## config.mk

```make
export PLATFORM = sky130hd
export DESIGN_NAME = operand_fetch_stage
export DESIGN_NICKNAME = d
export VERILOG_FILES = /design/src/rtl/cpu_pkg.sv /design/src/rtl/operand_forward_mux.sv /design/src/rtl/operand_fetch_stage.sv
export SDC_FILE = /design/constraint.sdc
export NUM_CORES = 1
export LEC_CHECK = 0
export CORE_MARGIN = 3
export CORE_UTILIZATION = 25
export DETAILED_ROUTE_END_ITERATION = 16
export DONT_BUFFER_PORTS = 1
export GPL_TIMING_DRIVEN = 0
export PLACE_DENSITY_LB_ADDON = 0.1
export SLEW_MARGIN = 20
export SYNTH_ARGS = -nofsm -noshare
export SYNTH_HDL_FRONTEND = slang
export SYNTH_SLANG_ARGS = --single-unit
```

## constraint.sdc

```tcl
create_clock -name clk -period 5.2 [get_ports clk]
set_input_delay 1.3 -clock clk [delete_from_list [all_inputs] [get_ports clk]]
set_output_delay 1.3 -clock clk [all_outputs]
set_load 0.1 [all_outputs]
```

## src/rtl/cpu_pkg.sv

```systemverilog
// Shared CPU definitions: register indices, default widths, operand-fetch state encoding.
// Latency: n/a (types and constants only).
// Backpressure: n/a.
package cpu_pkg;

    localparam int DATA_W = 32;
    localparam int REG_AW = 4;

    localparam logic [REG_AW-1:0] REG_PC = 4'd15;
    localparam logic [REG_AW-1:0] REG_LR = 4'd14;
    localparam logic [REG_AW-1:0] REG_SP = 4'd13;

    typedef enum logic {
        RUN        = 1'b0,
        LOAD_STALL = 1'b1
    } stage_state_t;

endpackage

```

## src/rtl/operand_forward_mux.sv

```systemverilog
// Resolves one source operand: PC+8 for R15, else EX forward, else WB forward, else regfile.
// Latency: purely combinational.
// Backpressure: none; the caller decides when the result is captured.
module operand_forward_mux
    import cpu_pkg::*;
#(
    parameter int DATA_W_P = DATA_W,
    parameter int REG_AW_P = REG_AW
) (
    input  logic [REG_AW_P-1:0] idx,
    input  logic [DATA_W_P-1:0] rf_data,
    input  logic [DATA_W_P-1:0] pc_plus8,
    input  logic                ex_writes,
    input  logic                ex_is_load,
    input  logic [REG_AW_P-1:0] ex_rd,
    input  logic [DATA_W_P-1:0] ex_result,
    input  logic                wb_writes,
    input  logic [REG_AW_P-1:0] wb_rd,
    input  logic [DATA_W_P-1:0] wb_data,
    output logic [DATA_W_P-1:0] data
);

    // Priority select; R15 is checked first so it can never be forwarded.
    // A load in EX has no data yet, so it is skipped here (the stage stalls instead).
    always_comb begin
        data = rf_data;
        if (idx == REG_AW_P'(REG_PC)) begin
            data = pc_plus8;
        end else if (ex_writes && !ex_is_load && (ex_rd == idx)) begin
            data = ex_result;
        end else if (wb_writes && (wb_rd == idx)) begin
            // Regfile commits at the edge, so same-cycle WB data is not in rf_data yet.
            data = wb_data;
        end
    end

endmodule

```

## src/rtl/operand_fetch_stage.sv

```systemverilog
// Decode-to-execute stage: reads regfile, forwards EX/WB results, inserts load-use bubbles.
// Latency: 1 cycle from in_valid&&in_ready to out_valid; 1 instr/cycle without hazards.
// Backpressure: out_ready=0 holds all outputs and deasserts in_ready; flush kills both sides.
module operand_fetch_stage
    import cpu_pkg::*;
#(
    parameter int DATA_W_P = DATA_W,
    parameter int REG_AW_P = REG_AW,
    parameter int CTRL_W   = 16,
    parameter int CNT_W    = 16
) (
    input  logic                clk,
    input  logic                reset,
    input  logic                in_valid,
    output logic                in_ready,
    input  logic [REG_AW_P-1:0] in_rn,
    input  logic [REG_AW_P-1:0] in_rm,
    input  logic [REG_AW_P-1:0] in_rd,
    input  logic                in_uses_rn,
    input  logic                in_uses_rm,
    input  logic                in_writes_rd,
    input  logic                in_is_load,
    input  logic [DATA_W_P-1:0] in_pc_plus8,
    input  logic [CTRL_W-1:0]   in_ctrl,
    output logic [REG_AW_P-1:0] rf_readReg1,
    output logic [REG_AW_P-1:0] rf_readReg2,
    input  logic [DATA_W_P-1:0] rf_readData1,
    input  logic [DATA_W_P-1:0] rf_readData2,
    input  logic                ex_writes,
    input  logic                ex_is_load,
    input  logic [REG_AW_P-1:0] ex_rd,
    input  logic [DATA_W_P-1:0] ex_result,
    input  logic                wb_writes,
    input  logic [REG_AW_P-1:0] wb_rd,
    input  logic [DATA_W_P-1:0] wb_data,
    input  logic                flush,
    output logic                out_valid,
    input  logic                out_ready,
    output logic [DATA_W_P-1:0] out_opA,
    output logic [DATA_W_P-1:0] out_opB,
    output logic [REG_AW_P-1:0] out_rd,
    output logic                out_writes_rd,
    output logic                out_is_load,
    output logic [CTRL_W-1:0]   out_ctrl,
    output logic [CNT_W-1:0]    stall_cnt,
    output logic [CNT_W-1:0]    bubble_cnt
);

    logic [DATA_W_P-1:0] op_a;
    logic [DATA_W_P-1:0] op_b;
    logic                hazard;
    logic                advance;
    logic                bubble_inc;
    stage_state_t        state;
    stage_state_t        state_next;

    assign rf_readReg1 = in_rn;
    assign rf_readReg2 = in_rm;

    operand_forward_mux #(.DATA_W_P(DATA_W_P), .REG_AW_P(REG_AW_P)) u_fwd_rn (
        .idx        (in_rn),
        .rf_data    (rf_readData1),
        .pc_plus8   (in_pc_plus8),
        .ex_writes  (ex_writes),
        .ex_is_load (ex_is_load),
        .ex_rd      (ex_rd),
        .ex_result  (ex_result),
        .wb_writes  (wb_writes),
        .wb_rd      (wb_rd),
        .wb_data    (wb_data),
        .data       (op_a)
    );

    operand_forward_mux #(.DATA_W_P(DATA_W_P), .REG_AW_P(REG_AW_P)) u_fwd_rm (
        .idx        (in_rm),
        .rf_data    (rf_readData2),
        .pc_plus8   (in_pc_plus8),
        .ex_writes  (ex_writes),
        .ex_is_load (ex_is_load),
        .ex_rd      (ex_rd),
        .ex_result  (ex_result),
        .wb_writes  (wb_writes),
        .wb_rd      (wb_rd),
        .wb_data    (wb_data),
        .data       (op_b)
    );

    // Load-use hazard: only sources that are actually read can stall.
    assign hazard = in_valid && ex_writes && ex_is_load &&
                    ((in_uses_rn && (ex_rd == in_rn)) || (in_uses_rm && (ex_rd == in_rm)));
    assign advance  = !out_valid || out_ready;
    assign in_ready = advance && !hazard && !flush;

    // Stall state register.
    always_ff @(posedge clk or posedge reset) begin
        if (reset) begin
            state <= RUN;
        end else begin
            state <= state_next;
        end
    end

    // Next state and bubble accounting; consecutive load-use hazards stay in LOAD_STALL.
    always_comb begin
        state_next = state;
        bubble_inc = 1'b0;
        case (state)
            RUN: begin
                if (!flush && advance && hazard) begin
                    state_next = LOAD_STALL;
                    bubble_inc = 1'b1;
                end
            end
            LOAD_STALL: begin
                if (advance) begin
                    if (!flush && hazard) begin
                        bubble_inc = 1'b1;
                    end else begin
                        state_next = RUN;
                    end
                end
            end
            default: state_next = RUN;
        endcase
    end

    // Output register and saturating counters; operands are resolved only at capture.
    always_ff @(posedge clk or posedge reset) begin
        if (reset) begin
            out_valid     <= 1'b0;
            out_opA       <= '0;
            out_opB       <= '0;
            out_rd        <= '0;
            out_writes_rd <= 1'b0;
            out_is_load   <= 1'b0;
            out_ctrl      <= '0;
            stall_cnt     <= '0;
            bubble_cnt    <= '0;
        end else if (flush) begin
            out_valid <= 1'b0;
        end else if (advance && hazard) begin
            out_valid <= 1'b0;
            if (bubble_inc && (bubble_cnt != '1)) begin
                bubble_cnt <= bubble_cnt + CNT_W'(1);
            end
        end else if (advance && in_valid) begin
            out_valid     <= 1'b1;
            out_opA       <= op_a;
            out_opB       <= op_b;
            out_rd        <= in_rd;
            out_writes_rd <= in_writes_rd;
            out_is_load   <= in_is_load;
            out_ctrl      <= in_ctrl;
        end else if (advance) begin
            out_valid <= 1'b0;
        end else if (in_valid && (stall_cnt != '1)) begin
            stall_cnt <= stall_cnt + CNT_W'(1);
        end
    end

endmodule

```

==> metrics.cfg <==
[drt]
wl_per_cell_um = 26.7
ant_nets = 0
drc = 0
first_pass_iters = 4
drt_iter0_drc = 324
via_count = 6367
wirelength_um = 31200
vias_per_cell = 5.45

[floorplanning]
start_util_pct = 25.9
die_width_um = 172
chipHeight_um = 172
core_area_sq_um = 26500
die_area_sq_um = 29500
io_pins = 336
row_count = 59

[yosys]
syn_inst = 801
avgSynthCellArea_sq_um = 8.56
synth_xor_area_share_pct = 5.49
synth-adder-area-share_pct = 0.365
ys_ff_latch = 119
yosys-top-cells-area = dfrtp_1, nand2_1, a31oi_1, nor2_1, a221o_1
synthSimpleGateAreaFrac_pct = 22.8
synth_top_area_share_pct = 43.4
synthesis.nets = 1011
syn_area_sq_um = 6860
synth-edff-count = 0
async_flop_share_pct = 100
yosys.area.top_type = dfrtp_1
ys_seq_area_share_pct = 43.4
synth_warnings = 0
ys.flop_type = dfrtp_1
synth_top_family_by_area = simple AND/OR/NAND/NOR gates
synth_cell_types = 33
synth-compound-area-share_pct = 18.8
synthMuxAreaShare_pct = 3.94

[timing]
rsz0062_at_grt = false
fmax_mhz = 234
slew_viol_final = 0
finalSetupViolations = 0
hold_ws_ps = 719
min_period_ps = 4270
skew_ps = 10.3
hold_viol = 0
maxSlewHeadroom_pct = 29.9
tightest_slew_ps = 1050
fin_crit_sh_pct = 82.0
setup-tns-final_ps = 0

[global_route]
grt_pass1_vias = 6615
use_met1_pct = 25.1
antenna_found_initial = 1
grt_util_met2_pct = 34.8
top_usage_layer = met2
use_met3_pct = 8.02
grt_max_degree = 77
grtUsageTotal_pct = 20.8
grt_overflow_total = 0
grt_pass1_wl_um = 45000

[clocking]
cts_sinks = 119
clockRootBuffer = clkbuf_16
cts_hold_buf = 0
cts_resized = 0
clk_latency_ps = 420
cts.clk_slew.worst_paths_ps = 60
cts_setup_buffers = 0
h-tree-depth = 4
cts_tree = built
numCtsBuffers = 17
cts.path.max_buffers = 2

[placed_design]
gp_congestion = 0.834
portBuffers = 0
dp.final_hpwl_um = 23200
place_inst = 1137

[status]
status = complete, no violations

[setup_path]
end_kind = output pin
crit_path_start = ex_rd[1]
path_class = input pin to output pin
cp_data_required_time_ps = 3900
worstPathArrival_ps = 2970
cp_max_fo = 7
r2r_start = out_valid
start_kind = input pin

[power]
ir_drop_mv = 0.203
finalPower_w = 0.00381
power_leakage_nw = 3.09
powerDensity_nw_per_um2 = 482

[layout]
finalNonFillerCells = 1169
multi_input_area_sq_um = 3520
seqCellArea_sq_um = 2980
drive_above_1_share_pct = 9.48
n_fill_cell = 2839
layout.nets = 1031
area.growth.synth_to_final_pct = 15.2

[flow_run]
maxCapViolations = 0

[hold_path]
hp-class = input pin to async pin

-- power by group --
part,internal [W],total (W),leakage (nW),switching (W)
combinational,0.000165,0.000398,1.38,0.000232
clock,0.000724,0.00122,0.284,0.000494
sequential,0.00104,0.00219,1.42,0.00115
-- layout make-up --
cell class / count / share of cell area, %
multi-input cells: 598 / 44.6
diodes: 1 / 0.0317
repair buffers: 1 / 0.348
inverters: 5 / 0.333
flip-flops and latches: 119 / 37.7
well taps: 335 / 5.31
clock buffers: 18 / 5.56
plain buffers: 79 / 4.32
clock inverters: 13 / 1.85
-- worst max-delay path: stages --
cell and delay [ps]:
xor2_1 160, nor4_4 770, o2bb2a_4 250, and2_1 480
-- cell usage after synthesis, types with 2 or more instances --
master	number
buf_2	9
a311o_1	32
inv_1	5
a21oi_1	32
nor3_1	35
a31oi_1	64
nand4_1	16
nand2b_1	3
a221o_1	32
dfrtp_1	119
buf_4	9
ha_1	2
and3_1	13
clkbuf_1	61
and2_1	2
xnor2_1	30
mux2_2	24
and4_1	5
nand3_1	12
nand2_1	169
nor2_1	103
xor2_1	13
-- flip-flops by register name (all words and copies together) (netlist names) --
register / count
out_is_load: 1
out_rd: 4
out_valid: 1
out_opA: 32
out_opB: 32
stall_cnt: 16
out_ctrl: 16
bubble_cnt: 16
out_writes_rd: 1
-- routing by layer --
metal	routed length [um]	vias up
li1	-	2909
met4	633	2
met5	13	-
met1	12700	3103
met2	14600	321
met3	3320	32
-- cells in the final DEF, fill, tap and decap left out, types with 3 or more instances in the layout --
cell | netlist | routed
inv_6 | 0 | 5
a221o_1 | 32 | 32
buf_2 | 9 | 9
dfrtp_1 | 119 | 119
mux2_2 | 24 | 24
nand4_1 | 16 | 16
inv_1 | 5 | 4
buf_4 | 9 | 9
nand2b_1 | 3 | 3
a21oi_1 | 32 | 32
nor3_1 | 35 | 35
nor2_1 | 103 | 103
nand3_1 | 12 | 12
xnor2_1 | 30 | 30
xor2_1 | 13 | 13
a31oi_1 | 64 | 64
clkbuf_16 | 0 | 17
and3_1 | 13 | 13
nand2_1 | 169 | 169
and4_1 | 5 | 5
clkbuf_1 | 61 | 61
a311o_1 | 32 | 32
-- per-stage QoR --
stage	area [sq um]	worst slack [ps]	utilization [%]
2_1_floorplan	6860	743	-
3_3_place_gp	7280	-1160	27.5
3_5_place_dp	7310	927	27.6
4_1_cts	7900	925	29.8
5_1_grt	7900	899	29.8
6_report	7900	934	29.8
-- worst paths after layout --
path                       slack, ps  cells past startpoint       endpoint
hold / removal                   720                      1  stall_cnt[13]
setup reg to reg                1970                      7     out_opA[4]
setup / recovery                 930                      4       in_ready
hold reg to reg                 1040                      2    out_opA[26]
min in group clk                1030                      2    out_opB[14]
max in group asynchronous       3770                      2     out_opB[8]
-- kinds of logic after synthesis --
| kind of cell | after synthesis |
|---|---|
| and+or+nand+nor | 363 |
| AOI/OAI and AO/OA | 166 |
| DFF | 119 |
| buffers and inverters | 84 |
| xor gates and xnor gates | 43 |
| muxes | 24 |
| adders and majority gates | 2 |
(Power assumes the default switching activity.)
